File: src/rtl/missile_pkg.sv
// Shared missile types: heading encoding (also used by tank and renderer),
// controller states and default screen dimensions.
package missile_pkg;

  typedef enum logic [1:0] {
    DIR_UP    = 2'b00,
    DIR_RIGHT = 2'b01,
    DIR_DOWN  = 2'b10,
    DIR_LEFT  = 2'b11
  } dir_t;

  typedef enum logic [1:0] {
    IDLE,
    FLYING,
    EXPLODE,
    COOLDOWN
  } mstate_t;

  localparam int DEFAULT_SCREEN_W = 640;
  localparam int DEFAULT_SCREEN_H = 480;

endpackage

File: src/rtl/frame_counter.sv
// Frame-tick counter with synchronous clear and a terminal-count flag;
// shared by the explosion and reload timers.
module frame_counter #(
  parameter int WIDTH = 5
) (
  input  logic             clk,
  input  logic             resetN,
  input  logic             clear,
  input  logic             tick,
  input  logic [WIDTH-1:0] last,
  output logic             terminal
);

  logic [WIDTH-1:0] count;

  always_ff @(posedge clk or negedge resetN) begin
    if (!resetN)
      count <= '0;
    else if (clear)
      count <= '0;
    else if (tick)
      count <= count + 1'b1;
  end

  assign terminal = (count == last);

endmodule

File: src/rtl/missile_move_ctrl.sv
// Missile position/heading controller: launch, per-frame motion, off-screen
// retire and timed explosion. Define MISSILE_COOLDOWN_EN for a reload lockout.
module missile_move_ctrl
  import missile_pkg::*;
#(
  parameter int SPEED           = 4,
  parameter int SCREEN_W        = DEFAULT_SCREEN_W,
  parameter int SCREEN_H        = DEFAULT_SCREEN_H,
  parameter int MISSILE_W       = 8,
  parameter int MISSILE_H       = 8,
  parameter int EXPLODE_FRAMES  = 8,
  parameter int COOLDOWN_FRAMES = 16
) (
  input  logic        clk,
  input  logic        resetN,
  input  logic        startOfFrame,
  input  logic        fire,
  input  logic [10:0] tankX,
  input  logic [10:0] tankY,
  input  logic [1:0]  tankDir,
  input  logic        collision,
  output logic [10:0] topLeftX,
  output logic [10:0] topLeftY,
  output logic [1:0]  dir,
  output logic        active,
  output logic        exploding
);

  localparam int MAX_FRAMES = (EXPLODE_FRAMES > COOLDOWN_FRAMES) ? EXPLODE_FRAMES : COOLDOWN_FRAMES;
  localparam int CNT_W      = $clog2(MAX_FRAMES) + 1;
  localparam logic [CNT_W-1:0] EXPLODE_LAST  = CNT_W'(EXPLODE_FRAMES - 1);
  localparam logic [CNT_W-1:0] COOLDOWN_LAST = CNT_W'(COOLDOWN_FRAMES - 1);
  localparam logic [11:0] SPEED12 = 12'(SPEED);
  localparam logic [11:0] LIM_X   = 12'(SCREEN_W);
  localparam logic [11:0] LIM_Y   = 12'(SCREEN_H);
  localparam logic [11:0] MW12    = 12'(MISSILE_W);
  localparam logic [11:0] MH12    = 12'(MISSILE_H);

`ifdef MISSILE_COOLDOWN_EN
  localparam mstate_t RETIRE_STATE = COOLDOWN;
`else
  localparam mstate_t RETIRE_STATE = IDLE;
`endif

  mstate_t     state_q, state_d;
  logic [10:0] x_q, x_d, y_q, y_d;
  dir_t        dir_q, dir_d;
  logic        hit_q, hit_d;
  logic        active_q, exploding_q;
  logic [11:0] x_ext, y_ext;
  logic        off_screen;
  logic        timer_state, timer_tick, timer_clear, timer_done;
  logic [CNT_W-1:0] timer_last;

  assign x_ext = {1'b0, x_q};
  assign y_ext = {1'b0, y_q};

  // Checked against the current position so a retiring missile never wraps.
  always_comb begin
    off_screen = 1'b0;
    case (dir_q)
      DIR_UP:    off_screen = (y_ext < SPEED12);
      DIR_LEFT:  off_screen = (x_ext < SPEED12);
      DIR_RIGHT: off_screen = (x_ext + SPEED12 + MW12 > LIM_X);
      DIR_DOWN:  off_screen = (y_ext + SPEED12 + MH12 > LIM_Y);
      default:   off_screen = 1'b0;
    endcase
  end

  always_comb begin
    state_d = state_q;
    x_d     = x_q;
    y_d     = y_q;
    dir_d   = dir_q;
    hit_d   = hit_q;
    case (state_q)
      IDLE: begin
        if (fire) begin
          x_d     = tankX;
          y_d     = tankY;
          dir_d   = dir_t'(tankDir);
          hit_d   = 1'b0;
          state_d = FLYING;
        end
      end
      FLYING: begin
        if (collision || hit_q) begin
          hit_d   = 1'b0;
          state_d = EXPLODE;
        end else if (startOfFrame) begin
          if (off_screen) begin
            state_d = RETIRE_STATE;
          end else begin
            case (dir_q)
              DIR_UP:    y_d = 11'(y_ext - SPEED12);
              DIR_DOWN:  y_d = 11'(y_ext + SPEED12);
              DIR_LEFT:  x_d = 11'(x_ext - SPEED12);
              DIR_RIGHT: x_d = 11'(x_ext + SPEED12);
              default:   x_d = x_q;
            endcase
          end
        end
      end
      EXPLODE: begin
        if (startOfFrame && timer_done)
          state_d = RETIRE_STATE;
      end
`ifdef MISSILE_COOLDOWN_EN
      COOLDOWN: begin
        if (startOfFrame && timer_done)
          state_d = IDLE;
      end
`endif
      default: state_d = IDLE;
    endcase
  end

  // Timer restarts from zero on every state change.
  assign timer_state = (state_q == EXPLODE) || (state_q == COOLDOWN);
  assign timer_tick  = startOfFrame && timer_state;
  assign timer_clear = (state_d != state_q) || !timer_state;
  assign timer_last  = (state_q == COOLDOWN) ? COOLDOWN_LAST : EXPLODE_LAST;

  frame_counter #(.WIDTH(CNT_W)) u_timer (
    .clk      (clk),
    .resetN   (resetN),
    .clear    (timer_clear),
    .tick     (timer_tick),
    .last     (timer_last),
    .terminal (timer_done)
  );

  always_ff @(posedge clk or negedge resetN) begin
    if (!resetN) begin
      state_q     <= IDLE;
      x_q         <= '0;
      y_q         <= '0;
      dir_q       <= DIR_UP;
      hit_q       <= 1'b0;
      active_q    <= 1'b0;
      exploding_q <= 1'b0;
    end else begin
      state_q     <= state_d;
      x_q         <= x_d;
      y_q         <= y_d;
      dir_q       <= dir_d;
      hit_q       <= hit_d;
      active_q    <= (state_d == FLYING);
      exploding_q <= (state_d == EXPLODE);
    end
  end

  assign topLeftX  = x_q;
  assign topLeftY  = y_q;
  assign dir       = dir_q;
  assign active    = active_q;
  assign exploding = exploding_q;

endmodule

File: config.mk
export PLATFORM = sky130hd
export DESIGN_NAME = missile_move_ctrl
export DESIGN_NICKNAME = d
export VERILOG_FILES = /design/src/rtl/missile_pkg.sv /design/src/rtl/frame_counter.sv /design/src/rtl/missile_move_ctrl.sv
export SDC_FILE = /design/constraint.sdc
export NUM_CORES = 1
export LEC_CHECK = 0
export CAP_MARGIN = 20
export CORE_AREA = 2 2 80 82
export CTS_CLUSTER_SIZE = 12
export DETAILED_ROUTE_END_ITERATION = 7
export DIE_AREA = 0 0 82 84
export GPL_ROUTABILITY_DRIVEN = 0
export GPL_TIMING_DRIVEN = 0
export PLACE_DENSITY = 0.76
export SYNTH_ARGS = -nofsm -noshare
export SYNTH_HDL_FRONTEND = slang
export SYNTH_SLANG_ARGS = --single-unit
File: constraint.sdc
create_clock -name clk -period 3.6 [get_ports clk]
set_input_delay 1.08 -clock clk [delete_from_list [all_inputs] [get_ports clk]]
set_output_delay 1.08 -clock clk [all_outputs]
set_load 0.01 [all_outputs]
After elaboration in Yosys (flattened, before gate mapping) --
Index checks and enable logic that the tools add are counted. Widths: inputs -> output; s select.
Storage, ports and cells: logic and storage cells 75, output and inout port bits 26, input bits 29, register bits 34
Cells by class: $lt $le $gt $ge 4, equality and inequality tests 17, $add $sub $neg 7, reductions and logical operators 14, muxes and demuxes 25
Operators with widths (count):
- $mux 11 | 8
- $pmux 11 s2 | 4
- $add 11x3->12 const B | 2
- $add 12x4->12 const B | 2
- $lt 11x3->1 const B | 2
- $sub 11x3->11 const B | 2
- $gt 12x10->1 const B | 1
- $gt 12x9->1 const B | 1
- $reduce_and 6->1 | 2
- $eq 2x2->1 const B | 5
- $mux 2 | 5
- $mux 5 | 2
- $ne 2x2->1 const B | 5
- $eq 2x1->1 const B | 3
- $pmux 2 s3 | 1
- $add 5x1->5 const B | 1
- $eq 5x4->1 | 1
- $logic_not 2->1 | 2
- $mux 4 | 1
- $pmux 1 s4 | 1
- $reduce_bool 2->1 | 2
- $logic_or 1x1->1 | 3
- $ne 3x1->1 const B | 1
- $ne 3x3->1 const B | 1
- 7 further kinds | 9

Logic depth before layout (Yosys ltp) --
Gate-level depths: netlist (run 1).
depth in word-level cells 11, gate-level depth with buffers 15, mapped depth without buffers 12

Hierarchy --
A second synthesis (run 1) with hierarchy kept.
Unflattened totals: cells, all modules 370, area, all modules 2940.3 sq um
By module, submodules not included:
- missile_move_ctrl | area each 2668.8 sq um, instances 1, sequential area each 700.7 sq um, cells an instance 344
- frame_counter | area each 271.5 sq um, instances 1, sequential area each 125.1 sq um, cells an instance 26

Worst setup path before layout (run 1) --
No wires, ideal clock.
path kind reg-to-reg, start point register x_q[2] (netlist: topLeftX[2]), end point register y_q[3] (netlist: topLeftY[3]), data arrival time 3180 ps, stages on the path, launching flop included 16, buffers on the path 3, period minus slack after synthesis 3301 ps, library setup time 121 ps, slack 299 ps, required time 3479 ps, cell sequence dfrtp_1 -> ha_1 -> buf_2 -> xor2_1 -> ha_1 -> inv_1 -> o32a_1 -> a32o_1 -> a211oi_1 -> a2111oi_0 -> o31a_1 -> buf_6 -> nor3_4 -> buf_6 -> a31oi_1 -> o22a_1
Between the ends: word-level cells in the longest chain between the ends 6, elaborated cells on any way between the ends 7, classes of those cells 2 x add/sub; 2 x order compare; 1 x eq/ne; 1 x mux; 1 x reduce/logical
RTL lines:
- start: declaration | line missile_move_ctrl.sv:46 | logic [10:0] x_q, x_d, y_q, y_d;
- start signal: assignment | line missile_move_ctrl.sv:136 | x_q <= '0;
- start signal: assignment | line missile_move_ctrl.sv:144 | x_q <= x_d;
- $add 11x3->12
- $add 12x4->12 | line missile_move_ctrl.sv:64 | DIR_RIGHT: off_screen = (x_ext + SPEED12 + MW12 > LIM_X);
- $gt 12x10->1 | line missile_move_ctrl.sv:64
- $pmux 1 s4 (*) | line missile_move_ctrl.sv:61 | case (dir_q)
- $ne 2x2->1 (no source line) (*)
- $reduce_and 6->1 (no source line) (*)
- end signal: assignment | line missile_move_ctrl.sv:145 | y_q <= y_d;
- end: declaration | line missile_move_ctrl.sv:46
Every way passes the cells marked *; elsewhere a longest branch is shown, timed or not. A chain may end at the register's enable or synchronous reset.

Worst setup path in the final report (run 1) --
start point register x_q[2] (netlist: topLeftX[2]), end point register state_q[0]
Between the ends: word-level cells in the longest chain between the ends 8, elaborated cells on any way between the ends 9, classes of those cells 2 x add/sub; 2 x order compare; 5 x mux
RTL lines:
- $add 11x3->12
- $add 12x4->12 | line missile_move_ctrl.sv:64
- $gt 12x10->1 | line missile_move_ctrl.sv:64
- $pmux 1 s4 (*) | line missile_move_ctrl.sv:61
- $mux 2 (*) | line missile_move_ctrl.sv:91 | if (off_screen) begin
- $mux 2 (*) | line missile_move_ctrl.sv:90 | end else if (startOfFrame) begin
- $mux 2 (*) | line missile_move_ctrl.sv:87 | if (collision || hit_q) begin
- $pmux 2 s3 (*) | line missile_move_ctrl.sv:76 | case (state_q)
- net state_d[0] | line missile_move_ctrl.sv:45 | mstate_t state_q, state_d;
- end signal: assignment | line missile_move_ctrl.sv:143 | state_q <= state_d;
- end: declaration | line missile_move_ctrl.sv:45
Mark *: on every way through the listed nets, which the timed path passes. The rest lies on a longest branch.

==> results.txt, run 1 <==
Count leader, synth = sky130_fd_sc_hd__nand2_1
Number of buffers inserted during clock tree synthesis = 5
Die Wd = 82 um
Count of mapped cells out of synthesis = 387
Die outline area = 6888 um^2
Path category of the worst min-delay check = flip-flop to flip-flop
Via density = 6.220
Worst slack, placed = -79.76 ps
Start-to-end type of the worst setup path = flip-flop to flip-flop
Die H = 84 um
Endpoint arrival time on the critical path = 3740 ps
Pint = 0.001759 W
Total power draw = 0.003550 W
Number of distinct library cells after synthesis = 61
Post-Place Cell Area = 3577 um^2
Worst IR Drop VDD = 452.1 uV
Fin. Hold Viols = 0
Root buffer cell = sky130_fd_sc_hd__clkbuf_8
Ports = 55
GR Overflow Total = 0
Later-pin clock latency in the skew report = 300 ps
Clock tree sinks = 33
Maximum clock path buffer count = 2
Maximum number of pins on one net before global-route repair = 34
H-tree depth = 2
Syn Area/Cell = 7.637 um^2
Required time of the worst setup path = 3830 ps
Smallest hold slack = 509.9 ps
Number of slew-limit violations in the final report = 0
Routed Antenna Nets = 0
Top_reg_cell synth = sky130_fd_sc_hd__dfrtp_1
DR pass1 iterations = 5
Port Buf Inserts = 53
Clk slew on worst S/H paths = 80 ps
Post-synthesis instance area = 2955 um^2
Pin slew with the least headroom to its limit = 793.1 ps
Number of antenna violations at the first check in global routing = 0
Number of warnings printed during yosys synthesis = 0
Antenna fix cells = 0
Power spent charging and discharging nets = 0.001790 W
Count of routing violations after the opening detailed-route iteration = 367
EDFF count, synth = 0
Per-cell routed wire length = 17.00 um
Top cell type's share of synthesized area = 27.94%
Run status = finished, final reports clean
Synthesized net count = 425
Endpoints failing setup = 0
Total of flip-flops plus latches after synthesis = 33
Final Cycle Share = 97.42%
Number of rows in the core area = 29
Design area = 3781 um^2
Cell type with the highest aggregate area in the netlist = sky130_fd_sc_hd__dfrtp_1
Worst setup margin = 92.96 ps
Net switching fraction of the power = 50.44%
Via count of the routed design = 3315
Effective utilization at floorplan = 48.48%
Proportion of synthesized chip area in sequential cells = 27.94%
Clock group share of total power = 8.1%
Fraction of layout instances using a drive strength above 1 = 10.75%
GRT Util Overall = 26.39%
Most instantiated cells after synthesis = 61 x sky130_fd_sc_hd__nand2_1, 34 x sky130_fd_sc_hd__nor2_1, 33 x sky130_fd_sc_hd__dfrtp_1
Routed wire length = 9.062 mm
Worst Path Max Fanout = 10
First-pass GRT wire length = 14.28 mm
Count of unresolved DRC violations after routing = 0
Combinational power share = 71.8%
Number of maximum-capacitance constraint violations = 0
Vias in the first global route = 2955
Headroom to the max-slew limit = 46.29%
Final critical path time including I/O delays and setup = 3507 ps
Fraction of synthesis flops using an asynchronous set or reset pin = 100.0%
Signed area change from the synthesized netlist to the final layout = 27.94%
End-of-flow core utilization = 62.03%
Type of element capturing the critical path = flip-flop
Estimated wirelength of the detail-placed design = 6.449 mm
TritonCTS clock tree = yes
Max Clock Skew = 4.920 ps
CTS Hold Bufs = 0
Top post-synthesis cells by area = sky130_fd_sc_hd__dfrtp_1 28%, sky130_fd_sc_hd__nand2_1 7.7%, sky130_fd_sc_hd__nor2_1 4.3%
Core region area = 6096 um^2
Final #Nets = 493
Leakage power total = 1.484 nW
Sequential share of power = 20.1%
Fmax achieved = 0.2851 GHz
Power density over cell area = 938.8 nW/um^2
Crit start category = flip-flop
-- final timing paths --
kind,from,end,slack [ps],cells after the start
worst min-delay path,topLeftY[1]$_DFFE_PN0P_,topLeftY[1]$_DFFE_PN0P_,510,2
max in group asynchronous,resetN,topLeftX[2]$_DFFE_PN0P_,2240,1
worst min register to register,topLeftY[1]$_DFFE_PN0P_,topLeftY[1]$_DFFE_PN0P_,510,2
worst max-delay path,topLeftX[2]$_DFFE_PN0P_,state_q[0]$_DFF_PN0_,90,15
worst max register to register,topLeftX[2]$_DFFE_PN0P_,state_q[0]$_DFF_PN0_,90,15
min in group asynchronous,resetN,topLeftY[4]$_DFFE_PN0P_,840,1
-- registers in the layout, indices dropped and copies added (netlist names) --
signal / count
state_q: 2
topLeftX: 11
dir: 2
active: 1
topLeftY: 11
exploding: 1
u_timer.count: 5
-- layout make-up --
cell class,count,area (um^2)
inverters,12,45.04
repair buffers,61,586.8
clock buffers,5,68.82
flip-flops and latches,33,827.0
well taps,77,96.34
plain buffers,32,167.7
multi-input cells,310,1972
clock inverters,3,17.52
fillers,540,2315
-- per-stage QoR --
stage               TNS (ps)  instances
floorplan                  0        387
CTS                        0        526
detailed placement    -189.8        517
global placement      -103.3        517
global route          -215.2        533
finish                     0        533
-- layout by cell type (no fill, tap or decap), types with 3 or more instances in the layout --
master / n
sky130_fd_sc_hd__nand2_1: 60
sky130_fd_sc_hd__and3_1: 6
sky130_fd_sc_hd__a211o_1: 3
sky130_fd_sc_hd__nor3_1: 16
sky130_fd_sc_hd__nor2b_1: 3
sky130_fd_sc_hd__a22oi_1: 4
sky130_fd_sc_hd__clkbuf_8: 5
sky130_fd_sc_hd__clkbuf_1: 20
sky130_fd_sc_hd__o22a_1: 6
sky130_fd_sc_hd__nor4b_1: 4
sky130_fd_sc_hd__xor2_1: 7
sky130_fd_sc_hd__a31o_2: 3
sky130_fd_sc_hd__mux2i_1: 3
sky130_fd_sc_hd__buf_4: 8
sky130_fd_sc_hd__dfrtp_1: 32
sky130_fd_sc_hd__buf_6: 5
sky130_fd_sc_hd__ha_1: 8
sky130_fd_sc_hd__nand2b_1: 6
sky130_fd_sc_hd__a32oi_1: 5
sky130_fd_sc_hd__nand4_1: 7
sky130_fd_sc_hd__o21a_1: 4
sky130_fd_sc_hd__a31oi_1: 10
sky130_fd_sc_hd__inv_1: 12
sky130_fd_sc_hd__clkdlybuf4s50_1: 52
sky130_fd_sc_hd__buf_2: 6
sky130_fd_sc_hd__a21oi_1: 13
sky130_fd_sc_hd__nor2_1: 33
sky130_fd_sc_hd__o211ai_1: 4
sky130_fd_sc_hd__o31ai_1: 3
sky130_fd_sc_hd__and2_1: 4
sky130_fd_sc_hd__o21ai_0: 16
sky130_fd_sc_hd__nand3_1: 13
sky130_fd_sc_hd__nor4_1: 12
sky130_fd_sc_hd__xnor2_1: 12
sky130_fd_sc_hd__nor3b_1: 3
-- cells by family after synthesis --
group | after synthesis | share of synthesized area (%)
and+or+nand+nor | 181 | 30.78
AOI/OAI and AO/OA | 95 | 22.82
buffers and inverters | 44 | 6.816
DFF | 33 | 27.94
xor gates and xnor gates | 20 | 5.927
adders and majority gates | 9 | 3.810
muxes | 5 | 1.905
-- critical path: stages (launching register included) --
cell	delay, ps
sky130_fd_sc_hd__dfrtp_2	450
sky130_fd_sc_hd__ha_1	220
sky130_fd_sc_hd__buf_6	150
sky130_fd_sc_hd__xor2_2	150
sky130_fd_sc_hd__ha_2	230
sky130_fd_sc_hd__inv_1	50
sky130_fd_sc_hd__o32a_1	340
sky130_fd_sc_hd__a32o_2	290
sky130_fd_sc_hd__a211oi_2	230
sky130_fd_sc_hd__a21oi_1	70
sky130_fd_sc_hd__o31a_1	310
sky130_fd_sc_hd__buf_6	150
sky130_fd_sc_hd__nor3_4	330
sky130_fd_sc_hd__clkbuf_4	270
sky130_fd_sc_hd__o21ai_0	120
sky130_fd_sc_hd__nand2_1	90
-- power by group through the flow --
stage	registers (W)	logic [W]	clock network (W)
2_1_floorplan	0.000734	0.00154	0
3_3_place_gp	0.000708	0.00227	0
3_5_place_dp	0.000710	0.00231	0
4_1_cts	0.000705	0.00234	0.000290
5_1_grt	0.000738	0.00278	0.000303
6_report	0.000714	0.00255	0.000287
-- what timing repair did --
| action | 4_1_cts | 5_1_grt |
|---|---|---|
| setup buffers | 1 | 6 |
| endpoints found under the setup margin | 8 | 18 |
| gates cloned | 0 | 1 |
| gates resized for setup | 3 | 18 |
| pin swaps | 1 | 7 |
-- layer usage --
metal  track usage [%]  up-vias  wire (um)
met5                 0        -          0
met4             8.636        0        213
met3             3.571       25        772
met2             39.32      193       4177
met1             39.03     1545       3898
li1                  -     1552          -
Power figures use the tool's default switching activity.
==> run 2: changes to the inputs <==
--- a/config.mk
+++ b/config.mk
@@ -13,6 +13,7 @@
 export GPL_ROUTABILITY_DRIVEN = 0
 export GPL_TIMING_DRIVEN = 0
 export PLACE_DENSITY = 0.76
+export SKIP_CTS_REPAIR_TIMING = 1
 export SYNTH_ARGS = -nofsm -noshare
 export SYNTH_HDL_FRONTEND = slang
 export SYNTH_SLANG_ARGS = --single-unit
==> results.txt, run 2 (synthesis gave the netlist of run 1 again) <==
Run status = finished, final reports clean
Die H = 84 um
Start-to-end type of the worst setup path = flip-flop to flip-flop
GRT Util Overall = 26.35%
Count of routing violations after the opening detailed-route iteration = 304
Via count of the routed design = 3339
Final Cycle Share = 97.30%
CP max-delay cell = sky130_fd_sc_hd__dfrtp_2
Critical path cell sequence = ha_1 -> buf_6 -> xor2_2 -> ha_2 -> inv_1 -> o32a_1 -> a32o_2 -> a211oi_2 -> a21oi_1 -> o31a_1 -> buf_6 -> nor3_4 -> clkbuf_4 -> o21ai_0 -> nand2_1
Ports = 55
Post-route insts no fill = 533
Signed area change from the synthesized netlist to the final layout = 27.82%
Vias in the first global route = 2938
Number of buffers inserted during clock tree synthesis = 5
Fin. Hold Viols = 0
Top sig layer = met4
Die Wd = 82 um
Endpoints failing setup = 0
Effective utilization at floorplan = 48.48%
Final critical path time including I/O delays and setup = 3503 ps
Path category of the worst min-delay check = flip-flop to flip-flop
Worst IR Drop VDD = 447.7 uV
Setup Total Neg Slack = 0 ps
Met2 Wirelength = 4.091 mm
Total power draw = 0.003540 W
Slowest Stage Delay on Critical Path = 450 ps
Pin slew with the least headroom to its limit = 792.8 ps
Clock tree sinks = 33
Core region area = 6096 um^2
DR pass1 iterations = 5
Power density over cell area = 937.2 nW/um^2
Post-Place Cell Area = 3577 um^2
Endpoint arrival time on the critical path = 3730 ps
Met3 Wirelength = 736 um
Required time of the worst setup path = 3830 ps
Max Clock Skew = 3.977 ps
Per-cell routed wire length = 17.02 um
Fmax achieved = 0.2855 GHz
Crit start category = flip-flop
Port Buf Inserts = 53
Maximum number of pins on one net before global-route repair = 34
First-pass GRT wire length = 14.24 mm
Type of element capturing the critical path = flip-flop
Number of slew-limit violations in the final report = 0
H-tree depth = 2
Final #Nets = 493
GR Overflow Total = 0
Via density = 6.265
Leakage power total = 1.483 nW
Worst Path Max Fanout = 10
Worst slack, placed = -79.76 ps
TritonCTS clock tree = yes
Number of maximum-capacitance constraint violations = 0
Design area = 3777 um^2
Placed cell count = 517
Estimated wirelength of the detail-placed design = 6.449 mm
Count of unresolved DRC violations after routing = 0
Kind of cell with the highest combined delay on the critical path = compound AO/OA/AOI/OAI gates
Worst setup margin = 97.03 ps
Later-pin clock latency in the skew report = 300 ps
Fill cell count = 541
Number of antenna violations at the first check in global routing = 0
Routed Antenna Nets = 0
Antenna fix cells = 0
Most common cell after layout, fill and taps aside = sky130_fd_sc_hd__nand2_1
Most common cell type on the critical path = sky130_fd_sc_hd__buf_6
Die outline area = 6888 um^2
Routed wire length = 9.071 mm
Number of buffers and inverters on the critical path = 4
Headroom to the max-slew limit = 46.31%
Maximum clock path buffer count = 2
Clk slew on worst S/H paths = 70 ps
Number of rows in the core area = 29
Commonest cells after routing, fill and taps aside = 60 x sky130_fd_sc_hd__nand2_1, 52 x sky130_fd_sc_hd__clkdlybuf4s50_1, 33 x sky130_fd_sc_hd__nor2_1, 32 x sky130_fd_sc_hd__dfrtp_1, 20 x sky130_fd_sc_hd__clkbuf_1
Fraction of layout instances using a drive strength above 1 = 10.75%
WL met1 = 3.969 mm
Root buffer cell = sky130_fd_sc_hd__clkbuf_8
[run 2: cell counts in the layout (fill, tap and decap cells not counted)]
Identical to the previous run, type by type.
[run 2: per-stage QoR]
| step | utilization, % | hold slack (ps) |
|---|---|---|
| final | 61.97 | 508.8 |
| after global placement | 58.76 | 492.5 |
| after CTS | 60.10 | 513.8 |
| after detailed placement | 58.68 | 494.8 |
| after global routing | 61.97 | 560.7 |
| after floorplan | - | 506.6 |
[run 2: path summary, 6_finish.rpt]
| check | cells past startpoint | from | slack [ps] | to |
|---|---|---|---|---|
| worst min-delay path | 2 | topLeftY[1]$_DFFE_PN0P_ | 510 | topLeftY[1]$_DFFE_PN0P_ |
| worst max-delay path | 15 | topLeftX[2]$_DFFE_PN0P_ | 100 | state_q[0]$_DFF_PN0_ |
| worst max register to register | 15 | topLeftX[2]$_DFFE_PN0P_ | 100 | state_q[0]$_DFF_PN0_ |
| worst min register to register | 2 | topLeftY[1]$_DFFE_PN0P_ | 510 | topLeftY[1]$_DFFE_PN0P_ |
| max in group asynchronous | 1 | resetN | 2220 | topLeftX[2]$_DFFE_PN0P_ |
| min in group asynchronous | 1 | resetN | 850 | topLeftY[4]$_DFFE_PN0P_ |
[run 2: routing by layer]
metal,up-vias,track usage (%)
li1,1554,-
met1,1555,39.10
met2,200,39.25
met3,30,3.571
met4,0,8.333
met5,-,0
[run 2: where the power goes]
group,internal (W),switching [W],total (W)
registers,0.000527,0.000188,0.000714
logic,0.00109,0.00145,0.00254
clock network,0.000133,0.000152,0.000286
total,0.00175,0.00179,0.00354
[run 2: worst reg2reg max path: cells and delay by family (launching register included)]
family                   cells  cell delay, ps
AO/OA/AOI/OAI                6            1360
buffers and inverters        4             620
AND/OR/NAND/NOR              2             430
XOR/XNOR                     1             150
flip-flops                   1             450
adder cells (fa/ha/maj)      2             450
[run 2: final cells by class]
type / count / area, um^2 / share of cell area, %
flip-flops and latches: 33 / 827.0 / 21.89
repair buffers: 61 / 583.1 / 15.44
well taps: 77 / 96.34 / 2.551
inverters: 12 / 45.04 / 1.192
multi-input cells: 310 / 1972 / 52.20
clock inverters: 3 / 17.52 / 0.4637
plain buffers: 32 / 167.7 / 4.439
clock buffers: 5 / 68.82 / 1.822
==> run 3: changes to the inputs <==
--- a/config.mk
+++ b/config.mk
@@ -13,6 +13,7 @@
 export GPL_ROUTABILITY_DRIVEN = 0
 export GPL_TIMING_DRIVEN = 0
 export PLACE_DENSITY = 0.76
+export RECOVER_POWER = 25
 export SKIP_CTS_REPAIR_TIMING = 1
 export SYNTH_ARGS = -nofsm -noshare
 export SYNTH_HDL_FRONTEND = slang
==> results.txt, run 3 (synthesis gave the netlist of run 1 again) <==
Endpoint arrival time on the critical path = 3690 ps
Clock group share of total power = 8.0%
Number of buffers and inverters on the critical path = 4
Fraction of layout instances using a drive strength above 1 = 10.53%
Net switching fraction of the power = 50.39%
Leakage power total = 1.480 nW
Most common cell type on the critical path = sky130_fd_sc_hd__buf_6
Placed cell count = 517
Ports = 55
Endpoints failing setup = 0
Die outline area = 6888 um^2
GRT Util Overall = 26.35%
Number of slew-limit violations in the final report = 34
Signed area change from the synthesized netlist to the final layout = 27.77%
Start-to-end type of the worst setup path = flip-flop to flip-flop
Post-route insts no fill = 533
Most common cell after layout, fill and taps aside = sky130_fd_sc_hd__nand2_1
Estimated wirelength of the detail-placed design = 6.449 mm
Effective utilization at floorplan = 48.48%
Via count of the routed design = 3339
Maximum clock path buffer count = 2
Number of antenna violations at the first check in global routing = 0
Worst hold start = topLeftY[1]$_DFFE_PN0P_
Count of unresolved DRC violations after routing = 0
Final Cycle Share = 97.35%
Fill cell count = 542
Power spent charging and discharging nets = 0.001782 W
Path category of the worst min-delay check = flip-flop to flip-flop
Run status = complete, but fails checks
Headroom to the max-slew limit = -22.09%
Final #Nets = 493
Total power draw = 0.003536 W
Design area = 3776 um^2
Power density over cell area = 936.5 nW/um^2
Number of buffers inserted during clock tree synthesis = 5
H-tree depth = 2
Antenna fix cells = 0
Commonest cells after routing, fill and taps aside = 60 x sky130_fd_sc_hd__nand2_1, 52 x sky130_fd_sc_hd__clkdlybuf4s50_1, 33 x sky130_fd_sc_hd__nor2_1, 32 x sky130_fd_sc_hd__dfrtp_1, 21 x sky130_fd_sc_hd__clkbuf_1
Root buffer cell = sky130_fd_sc_hd__clkbuf_8
Die Wd = 82 um
CP max-delay cell = sky130_fd_sc_hd__dfrtp_2
First-pass GRT wire length = 14.24 mm
Critical path startpoint = topLeftX[2]$_DFFE_PN0P_
GR Overflow Total = 0
Sequential share of power = 20.2%
Port Buf Inserts = 53
Worst IR Drop VDD = 447.5 uV
Number of maximum-capacitance constraint violations = 1
Type of element capturing the critical path = flip-flop
Beginning of the worst register-to-register path = topLeftX[2]$_DFFE_PN0P_
Routed wire length = 9.002 mm
Violations in the final reports = max-capacitance violations, max-slew violations
Kind of cell with the highest combined delay on the critical path = compound AO/OA/AOI/OAI gates
TritonCTS clock tree = yes
Pint = 0.001754 W
Setup Total Neg Slack = 0 ps
Routed Antenna Nets = 0
Core region area = 6096 um^2
Clk slew on worst S/H paths = 70 ps
Final critical path time including I/O delays and setup = 3505 ps
Per-cell routed wire length = 16.89 um
Count of routing violations after the opening detailed-route iteration = 304
Crit start category = flip-flop
Pin slew with the least headroom to its limit = 1831 ps
Vias in the first global route = 2938
Via density = 6.265
Critical path cell sequence = ha_1 -> buf_6 -> xor2_2 -> ha_2 -> inv_1 -> o32a_1 -> a32o_2 -> a211oi_2 -> a21oi_1 -> o31a_1 -> buf_6 -> nor3_4 -> buf_6 -> a31oi_1 -> o22a_1
Required time of the worst setup path = 3790 ps
Clock tree sinks = 33
Fin. Hold Viols = 0
Worst Path Max Fanout = 10
End-of-flow core utilization = 61.95%
Slowest Stage Delay on Critical Path = 450 ps
Post-Place Cell Area = 3577 um^2
Fmax achieved = 0.2853 GHz
Maximum number of pins on one net before global-route repair = 34
Later-pin clock latency in the skew report = 300 ps
Die H = 84 um
Number of rows in the core area = 29
Max Clock Skew = 3.370 ps
Combinational power share = 71.8%
DR pass1 iterations = 5
## run 3: cell count changes in the layout (fill, tap and decap cells not counted), sizes merged
cell,delta
clkbuf,+1
buf,-1
## run 3: path summary, 6_finish.rpt
| kind | end | slack (ps) | depth (start not counted) |
|---|---|---|---|
| max in group asynchronous | topLeftX[2]$_DFFE_PN0P_ | 1140 | 1 |
| setup reg to reg | topLeftY[3]$_DFFE_PN0P_ | 100 | 15 |
| hold reg to reg | topLeftY[1]$_DFFE_PN0P_ | 510 | 2 |
| setup / recovery | topLeftY[3]$_DFFE_PN0P_ | 100 | 15 |
| min in group asynchronous | topLeftY[4]$_DFFE_PN0P_ | 1270 | 1 |
| hold / removal | topLeftY[1]$_DFFE_PN0P_ | 510 | 2 |
## run 3: per-stage QoR
step | setup WS [ps] | hold slack, ps
after global placement | -53.02 | 492.5
final | 95.49 | 508.8
after detailed placement | -79.76 | 494.8
after CTS | -103.4 | 513.8
after global routing | -42.27 | 560.7
after floorplan | 299.1 | 506.6
## run 3: area by class of cell
| class | count | area [um^2] | share of cell area [%] |
|---|---|---|---|
| plain buffers | 32 | 167.7 | 4.440 |
| clock buffers | 5 | 68.82 | 1.822 |
| clock inverters | 3 | 17.52 | 0.4639 |
| inverters | 12 | 45.04 | 1.193 |
| multi-input cells | 310 | 1972 | 52.22 |
| flip-flops and latches | 33 | 827.0 | 21.90 |
| well taps | 77 | 96.34 | 2.551 |
| repair buffers | 61 | 581.8 | 15.41 |
## run 3: power groups by stage
stage	Clock, W	Sequential (W)	Combinational, W
final	0.000285	0.000714	0.00254
after global routing	0.000303	0.000738	0.00277
after CTS	0.000290	0.000704	0.00233
after detailed placement	0	0.000710	0.00231
after global placement	0	0.000708	0.00227
after floorplan	0	0.000734	0.00154
## run 3: worst register-to-register path: cells and delay by family (launching register included)
family,cells,cell delay [ps]
compound gates,7,1500
xor+xnor,1,160
fa+ha+maj,2,450
buf+inv,4,530
flops,1,450
simple gates,1,340
## run 3: per-layer routing
metal  track usage [%]  vias up  routed length, um
li1                  -     1556                  -
met1             39.10     1550               3885
met2             39.25      207               4092
met3             3.571       26                768
met4             8.333        0                255
met5                 0        -                  0
